File: src/rtl/lever_bank_pkg.sv
// Shared definitions for the lever bank controller: FSM state codes,
// ball colour encoding and the exit counter ceiling.
package lever_bank_pkg;

  typedef logic [1:0] state_t;

  localparam state_t IDLE  = 2'd0;
  localparam state_t PULSE = 2'd1;
  localparam state_t ARMED = 2'd2;
  localparam state_t HALT  = 2'd3;

  // Colour encoding matches the board's current_color signal.
  localparam logic BLUE = 1'b0;
  localparam logic RED  = 1'b1;

  localparam logic [5:0] EXIT_COUNT_MAX = 6'd63;

  // Increment that sticks at the ceiling instead of wrapping.
  function automatic logic [5:0] sat_inc(input logic [5:0] value);
    return (value == EXIT_COUNT_MAX) ? value : value + 6'd1;
  endfunction

endpackage

File: src/rtl/lever_bank_pulse.sv
// Loadable down-counter that shapes the trigger strobe. A load makes the
// strobe rise on the next cycle and stay high for PULSE_LEN cycles; done
// marks the final strobe cycle so the FSM can leave PULSE on that edge.
module lever_pulse #(
  parameter int PULSE_LEN = 2
) (
  input  logic clk,
  input  logic rst,
  input  logic load,
  output logic strobe,
  output logic done,
  output logic idle
);

  logic [3:0] cnt;

  // Count down from PULSE_LEN to zero after each load.
  always_ff @(posedge clk) begin
    if (rst)
      cnt <= 4'd0;
    else if (load)
      cnt <= 4'(PULSE_LEN);
    else if (cnt != 4'd0)
      cnt <= cnt - 4'd1;
  end

  assign strobe = (cnt != 4'd0);
  assign done   = (cnt == 4'd1);
  assign idle   = (cnt == 4'd0);

endmodule

File: src/rtl/lever_bank.sv
// Lever bank controller: releases balls of the requested colour, waits for
// the ball to leave through a lever, re-triggers with the exit colour and
// halts on interception, empty supply or a missing exit.
module lever_bank
  import lever_bank_pkg::*;
#(
  parameter int PULSE_LEN = 2,
  parameter int TIMEOUT   = 255
) (
  input  logic       clk,
  input  logic       rst,
  input  logic       start,
  input  logic       start_red,
  input  logic       ball_left,
  input  logic       ball_right,
  input  logic       ball_intercept,
  input  logic       no_balls,
  output logic       blue_trigger,
  output logic       red_trigger,
  output logic       busy,
  output logic       halted,
  output logic       timeout,
  output logic       collision,
  output logic [5:0] exit_count
);

  localparam logic [15:0] WAIT_LIMIT = 16'(TIMEOUT - 1);

  state_t      state;
  logic        colour;
  logic [15:0] wait_cnt;
  logic        pulse_load;
  logic        pulse_strobe;
  logic        pulse_done;
  logic        pulse_idle;
  logic [1:0]  exit_hits;
  logic        any_exit;
  logic        multi_exit;

  assign exit_hits  = 2'(ball_left) + 2'(ball_right) + 2'(ball_intercept);
  assign any_exit   = (exit_hits != 2'd0);
  assign multi_exit = (exit_hits >= 2'd2);

  // The strobe counter is idle on the first PULSE cycle only, so that is
  // where it gets loaded; the strobe therefore starts one cycle after entry.
  assign pulse_load = (state == PULSE) && pulse_idle;

  lever_pulse #(
    .PULSE_LEN(PULSE_LEN)
  ) u_pulse (
    .clk   (clk),
    .rst   (rst),
    .load  (pulse_load),
    .strobe(pulse_strobe),
    .done  (pulse_done),
    .idle  (pulse_idle)
  );

  assign blue_trigger = pulse_strobe && (colour == BLUE);
  assign red_trigger  = pulse_strobe && (colour == RED);
  assign busy         = (state == PULSE) || (state == ARMED);
  assign halted       = (state == HALT);

  // Main sequencer: state, latched colour, wait counter and sticky flags.
  always_ff @(posedge clk) begin
    if (rst) begin
      state      <= IDLE;
      colour     <= BLUE;
      wait_cnt   <= 16'd0;
      timeout    <= 1'b0;
      collision  <= 1'b0;
      exit_count <= 6'd0;
    end else begin
      case (state)
        IDLE: begin
          if (any_exit)
            collision <= 1'b1;
          if (start) begin
            state  <= PULSE;
            colour <= start_red;
          end
        end
        PULSE: begin
          if (any_exit)
            collision <= 1'b1;
          if (pulse_done) begin
            state    <= ARMED;
            wait_cnt <= 16'd0;
          end
        end
        ARMED: begin
          if (multi_exit)
            collision <= 1'b1;
          if (ball_intercept) begin
            state <= HALT;
          end else if (ball_left) begin
            exit_count <= sat_inc(exit_count);
            colour     <= BLUE;
            state      <= PULSE;
          end else if (ball_right) begin
            exit_count <= sat_inc(exit_count);
            colour     <= RED;
            state      <= PULSE;
          end else if (no_balls && (wait_cnt == 16'd0)) begin
            state <= HALT;
          end else if (wait_cnt == WAIT_LIMIT) begin
            timeout <= 1'b1;
            state   <= HALT;
          end else begin
            wait_cnt <= wait_cnt + 16'd1;
          end
        end
        HALT: begin
          if (start) begin
            exit_count <= 6'd0;
            timeout    <= 1'b0;
            collision  <= 1'b0;
            colour     <= start_red;
            state      <= PULSE;
          end else if (any_exit) begin
            collision <= 1'b1;
          end
        end
        default: state <= IDLE;
      endcase
    end
  end

endmodule

File: config.mk
export PLATFORM = sky130hd
export DESIGN_NAME = lever_bank
export DESIGN_NICKNAME = d
export VERILOG_FILES = /design/src/rtl/lever_bank_pkg.sv /design/src/rtl/lever_bank_pulse.sv /design/src/rtl/lever_bank.sv
export SDC_FILE = /design/constraint.sdc
export NUM_CORES = 1
export LEC_CHECK = 0
export CORE_MARGIN = 4
export CORE_UTILIZATION = 33
export CTS_CLUSTER_DIAMETER = 120
export CTS_CLUSTER_SIZE = 12
export DETAILED_ROUTE_END_ITERATION = 8
export PLACE_DENSITY = 0.47
export SLEW_MARGIN = 20
export SYNTH_ARGS = -nofsm -noshare
export SYNTH_HDL_FRONTEND = slang
export SYNTH_HIERARCHICAL = 1
export SYNTH_SLANG_ARGS = --single-unit
File: constraint.sdc
create_clock -name clk -period 3 [get_ports clk]
set_clock_uncertainty 0.15 [all_clocks]
set_input_delay 0.6 -clock clk [delete_from_list [all_inputs] [get_ports clk]]
set_output_delay 0.6 -clock clk [all_outputs]
set_load 0.02 [all_outputs]
==> run metrics, run 1 <==
CP Data Required Time=2.25 ns; GR Util met3=3.08%; synth warn=6; Reg clk slew, reported paths=0.06 ns; fillcell total=590; IO Count=20; # rows=27; met1 Usage GRT=20.3%; CTS buffer count=5; drt pass-1 iters=4; Hold Worst Slack=0.362 ns; layout overhead on the synthesized area=19.6%; number of global-route vias before repair=1791; Seq/Total Area, Yosys=33.2%; Max Slew Vio Count=0; GRT Total Usage=14.5%; hold path startpoint=colour$_SDFFE_PP0P_; number of setup buffers added after CTS=0; RSZ-0062 raised after global routing=no; Synth top area share=33.2%; Post-synth EDFFs=0; CTS Buffer Depth=2; DP Wirelength=3.46 mm; port bufs=19; die area=0.00693 mm^2; start point of the critical path=state[0]$_SDFFE_PP0P_; final setup violation count=0; Yosys reg bits=31; CP startpoint kind=register; Synth Area per Inst=8.30 um^2; Routability Congestion=0.739; distinct cell type count after synthesis=54; Nets=264; max-cap violations=0; Multi-input gate area=0.00117 mm^2; # diodes=0; drt total wl=4.78 mm; Setup TNS Final=0 ns; worst-path fanout max=13; fraction of layout cells with a size suffix above 1=10.8%; ranking of synthesized cells by area=dfxtp_1, ha_1, o21ai_0, a21oi_1, nand2_1; Slew @ Worst Pin=0.557 ns; Initial Util=33.9%; commonest cells in the synthesized netlist=dfxtp_1, nand2_1, nor2_1, o21ai_0, a21oi_1; area post-placement=0.00215 mm^2; synthesized net count=241; Synth Instances=225; sequential cell area=621 um^2; H-tree levels=2; top-count cell post-synth=dfxtp_1; cts hold-fix bufs=0; Worst setup EP type=output port; mapped cell area=0.00187 mm^2; Core ar.=0.00551 mm^2; fin crit share=84.7%; post-route ant nets=0; Resize count post-CTS=0; worst skew pair latency=0.28 ns; drt initial violations=96; status=finished clean; leakage power=0.745 nW; grt met2 use=22.6%; WL/cell=14.9 um; post-synth top area cell=dfxtp_1; Die X=83.2 um; final hold violation count=0; PwrDens=574 mW/mm^2; clk sinks=31; WS Path Type=reg2out; Vias/cell=5.49; R2R Path Start=state[0]$_SDFFE_PP0P_; CP arrival=1.79 ns; VDD IR max=0.317 mV; CTS tree=yes; min Tclk post-route=2.54 ns; largest net degree at the start of global routing=16; grt total ovfl=0; antenna violations before repair=0; final instance area=0.00223 mm^2; predominant post-synthesis flop cell=dfxtp_1; hold crit path type=reg2reg; chip height=83.2 um; Remaining DRCs=0; GR peak layer=met2; Clock Tree Root=clkbuf_8; Async S/R FF share, synth=0%; DR vias=1763; first-pass GRT wire length=8.47 mm; Fmax=394 MHz; Slew headroom=62.9%
[area by class of cell]
| type | count | share of cell area [%] |
|---|---|---|
| clock buffer | 7 | 3.42 |
| tap | 72 | 4.03 |
| multi-input combinational | 176 | 52.5 |
| sequential | 31 | 27.8 |
| inverter | 9 | 1.51 |
| clock inverter | 1 | 0.224 |
| timing repair buffer | 25 | 10.5 |
[state kept, by name, summed over array words and instances (netlist names)]
signal,count
state,2
timeout,1
wait_cnt,16
collision,1
u_pulse/cnt,4
colour,1
exit_count,6
[layout by cell type (no fill, tap or decap), types with 3 or more instances in the layout]
master           synthesis  final
a211oi_1                 5      5
a21oi_1                 13     13
a311oi_1                 5      5
a31oi_1                  7      7
and2_1                   3      3
and3_1                   3      3
buf_4                    1      6
clkbuf_8                 0      5
clkdlybuf4s50_1          0     19
dfxtp_1                 31     31
ha_1                     7      7
inv_1                    9      9
nand2_1                 16     16
nand2b_1                 5      5
nand3_1                 11     11
nand4_1                  6      6
nor2_1                  14     14
nor2b_1                  5      5
nor3_1                  11     11
nor4_1                   6      6
o211ai_1                 3      3
o21a_1                   4      4
o21ai_0                 14     14
or3_1                    3      3
[path summary, 6_finish.rpt]
kind	to	slack, ns	cells past startpoint
hold / removal	colour$_SDFFE_PP0P_	0.36	2
setup reg to reg	exit_count[3]$_SDFFE_PP0P_	0.52	6
hold reg to reg	colour$_SDFFE_PP0P_	0.36	2
setup / recovery	halted	0.46	2
[cell families (layout without fill, tap and decap cells)]
logic type                 after synthesis  in the layout  synth area share, %
AOI/OAI and AO/OA                       68             68                 26.2
adders and majority gates                8              8                 5.76
buffers and inverters                   18             42                 3.95
DFF                                     31             31                 33.2
muxes                                    2              2                 1.14
and+or+nand+nor                         98             98                 29.7
[report_power, final]
part / internal, mW / switching, mW / leakage, nW
logic: 0.188 / 0.299 / 0.451
registers: 0.442 / 0.0322 / 0.251
clock network: 0.163 / 0.158 / 0.0422
[worst max-delay path: stages (launching register included)]
cell,delay (ns)
dfxtp_1,0.39
ha_1,0.44
clkdlybuf4s50_1,0.69
[layer usage]
| layer | part of all wire [%] | up-vias |
|---|---|---|
| li1 | - | 910 |
| met1 | 52 | 830 |
| met2 | 45 | 19 |
| met3 | 2.4 | 4 |
| met4 | 0.77 | 0 |
| met5 | 0 | - |
[metrics by stage]
step	util (%)	setup WS, ns	instances	power (mW)
after floorplan	-	0.777	225	0.814
after global placement	39.1	0.286	313	0.975
after detailed placement	39.1	0.210	313	0.971
after CTS	40.6	0.441	321	1.30
after global routing	40.6	0.322	321	1.37
final	40.6	0.460	321	1.28
Note: power is estimated with default switching activity, not from simulation.
==> inputs of run 2 (changes only) <==
--- a/config.mk
+++ b/config.mk
@@ -10,7 +10,7 @@
 export CTS_CLUSTER_DIAMETER = 120
 export CTS_CLUSTER_SIZE = 12
 export DETAILED_ROUTE_END_ITERATION = 8
-export PLACE_DENSITY = 0.47
+export PLACE_DENSITY = 0.49
 export SLEW_MARGIN = 20
 export SYNTH_ARGS = -nofsm -noshare
 export SYNTH_HDL_FRONTEND = slang
==> constraint.sdc (replaced) <==
create_clock -name clk -period 2.25 [get_ports clk]
set_clock_uncertainty 0.15 [all_clocks]
set_input_delay 0.45 -clock clk [delete_from_list [all_inputs] [get_ports clk]]
set_output_delay 0.45 -clock clk [all_outputs]
set_load 0.02 [all_outputs]
==> run 2 against run 1 <==
Against the previous run:
- final cell count increased by 6.2%
- register-to-register slack got worse by 0.36 ns
- sequential cell count is the same
- combinational power is 50% higher
- hold slack got worse by 0.0021 ns
- core utilization increased by 3.5 points
- first-iteration DRC count decreased by 9.4%
- critical path type is now in2reg
- largest power group unchanged
==> run metrics, run 2 (synthesis results as in run 1) <==
Flop pwr share=34.2% (was 37.0%); Slowest cell on crit path=or4_1 (was clkdlybuf4s50_1); highest-count cells in the layout ignoring fill and taps=dfxtp_1, buf_4, nand2_1 (was dfxtp_1, clkdlybuf4s50_1, nand2_1); Biggest register=wait_cnt (unchanged); Cell Count, Final, Fillers Out=341 (was 321); first-pass GRT wire length=8.41 mm (was 8.47 mm); PwrDens=760 mW/mm^2 (was 574 mW/mm^2); GRT Total Usage=14.5% (about the same); Initial Util=33.9% (unchanged); CTS buffer count=5 (unchanged); VDD IR max=0.374 mV (was 0.317 mV); # diodes=0 (unchanged); Remaining DRCs=0 (unchanged); Logic pwr share=39.6% (was 38.0%); sequential cell area=621 um^2 (unchanged); status=finished clean (unchanged); fillcell total=553 (was 590); worst-path fanout max=4 (was 13); chip height=83.2 um (unchanged); WL/cell=14.3 um (was 14.9 um); DP Wirelength=3.56 mm (was 3.46 mm); final hold violation count=0 (unchanged); NetSw=664 uW (was 489 uW); sequence of cells on the critical path=clkdlybuf4s50_1 > or3_4 > a21oi_2 > nand2_1 > or4_1 > a21oi_1 (was ha_1 > clkdlybuf4s50_1); Vias/cell=5.37 (was 5.49); Max Slew Vio Count=0 (unchanged); Slew headroom=64.4% (was 62.9%); area post-placement=0.00229 mm^2 (was 0.00215 mm^2); Multi-input gate area=0.00120 mm^2 (was 0.00117 mm^2); Nets=284 (was 264); clk sinks=31 (unchanged); Hold Worst Slack=0.360 ns (was 0.362 ns); sw frac=36.0% (was 38.2%); Clock Tree Root=clkbuf_8 (unchanged); DR vias=1831 (was 1763); layout overhead on the synthesized area=29.9% (was 19.6%); CTS Buffer Depth=2 (unchanged); Fmax=466 MHz; Core ar.=0.00551 mm^2 (unchanged); drt initial violations=87 (was 96); min Tclk post-route=2.15 ns; CP peak stage delay=0.49 ns (was 0.69 ns); dpl ws=-0.255 ns (was 0.210 ns); Slew @ Worst Pin=0.534 ns (was 0.557 ns); CP startpoint kind=input port (was register); # rows=27 (unchanged); CP arrival=2.20 ns (was 1.79 ns); Die X=83.2 um (unchanged); cell internal pwr=1.18 mW (was 792 uW); Worst setup EP type=register (was output port); most common cell after layout, fill and taps aside=dfxtp_1 (unchanged); die area=0.00693 mm^2 (unchanged); largest net degree at the start of global routing=18 (was 16); leakage power=0.885 nW (was 0.745 nW); port bufs=19 (unchanged); Routability Congestion=0.773 (was 0.739); IO Count=20 (unchanged); drt pass-1 iters=4 (unchanged); Tot Pwr=1.84 mW (was 1.28 mW); H-tree levels=2 (unchanged); post-route ant nets=0 (unchanged); final setup violation count=0 (unchanged); CP Data Required Time=2.31 ns (was 2.25 ns); worst skew pair latency=0.28 ns (about the same); final instance area=0.00243 mm^2 (was 0.00223 mm^2); fraction of layout cells with a size suffix above 1=19.7% (was 10.8%); antenna violations before repair=0 (unchanged); WS Path Type=in2reg (was reg2out); drt total wl=4.88 mm (was 4.78 mm); worst setup margin=0.104 ns (was 0.460 ns); cts hold-fix bufs=0 (unchanged); fin crit share=95.4%; largest registers=wait_cnt: 16 flops, exit_count: 6 flops, u_pulse/cnt: 4 flops (unchanged); max reg flops=16 (unchanged); RSZ-0062 raised after global routing=yes (was no); number of global-route vias before repair=1795 (was 1791); CTS tree=yes (unchanged); Reg clk slew, reported paths=0.06 ns (about the same); grt total ovfl=0 (unchanged); clock share of power=26.2% (was 25.1%); max-cap violations=0 (unchanged); Inst Count DP=331 (was 313); hold crit path type=reg2reg (unchanged)
-- run 2: changes by cell type in the layout (fill, tap and decap cells not counted), sizes merged --
cell and delta:
buf +20, clkbuf +1, clkdlybuf4s50 -4, clkinv -1
dlygate4sd2 +3, dlymetal6s2s +1
-- run 2: area by class of cell --
| class | count | share of cell area [%] |
|---|---|---|
| multi-input cells | 176 | 49.5 |
| repair buffers | 45 | 15.7 |
| flip-flops and latches | 31 | 25.6 |
| clock buffers | 8 | 4.12 |
| inverters | 9 | 1.39 |
| well taps | 72 | 3.71 |
-- run 2: power groups by stage --
| stage | sequential [mW] | clock (mW) | combinational [mW] |
|---|---|---|---|
| finish | 0.631 | 0.484 | 0.730 |
| global route | 0.636 | 0.524 | 0.825 |
| detailed placement | 0.642 | 0 | 0.726 |
| CTS | 0.631 | 0.502 | 0.715 |
| global placement | 0.644 | 0 | 0.729 |
| floorplan | 0.650 | 0 | 0.435 |
-- run 2: metrics by stage --
step                setup TNS (ns)  util [%]
finish                           0      44.1
global placement             -2.76      41.6
floorplan                        0         -
global route              -0.00155      44.1
CTS                              0      43.3
detailed placement           -3.38      41.6
-- run 2: what timing repair did --
item / in CTS / in global routing
resized for setup: 3 / 8
setup buffers: 0 / 1
gates cloned: 0 / 1
pin swaps: 0 / 2
hold endpoints to repair: 0 / 0
setup endpoints to repair: 3 / 11
-- run 2: worst paths after layout --
check / startpoint / endpoint / slack [ns] / cells after the start
min reg2reg: colour$_SDFFE_PP0P_ / colour$_SDFFE_PP0P_ / 0.36 / 2
max: ball_left / wait_cnt[13]$_SDFFE_PP0P_ / 0.10 / 6
max reg2reg: wait_cnt[7]$_SDFFE_PP0P_ / wait_cnt[9]$_SDFFE_PP0P_ / 0.16 / 6
min: colour$_SDFFE_PP0P_ / colour$_SDFFE_PP0P_ / 0.36 / 2
-- run 2: worst max-delay path, delay by kind of cell --
family	cells	cell delay (ns)
AO/OA/AOI/OAI	2	0.31
buffers and inverters	1	0.46
AND/OR/NAND/NOR	3	0.99
-- run 2: layer usage --
| metal | track usage [%] | wire [um] | vias up |
|---|---|---|---|
| li1 | - | - | 947 |
| met1 | 18.8 | 2430 | 852 |
| met2 | 24.3 | 2290 | 28 |
| met3 | 3.08 | 124 | 4 |
| met4 | 3.86 | 39 | 0 |
| met5 | 0 | 0 | - |
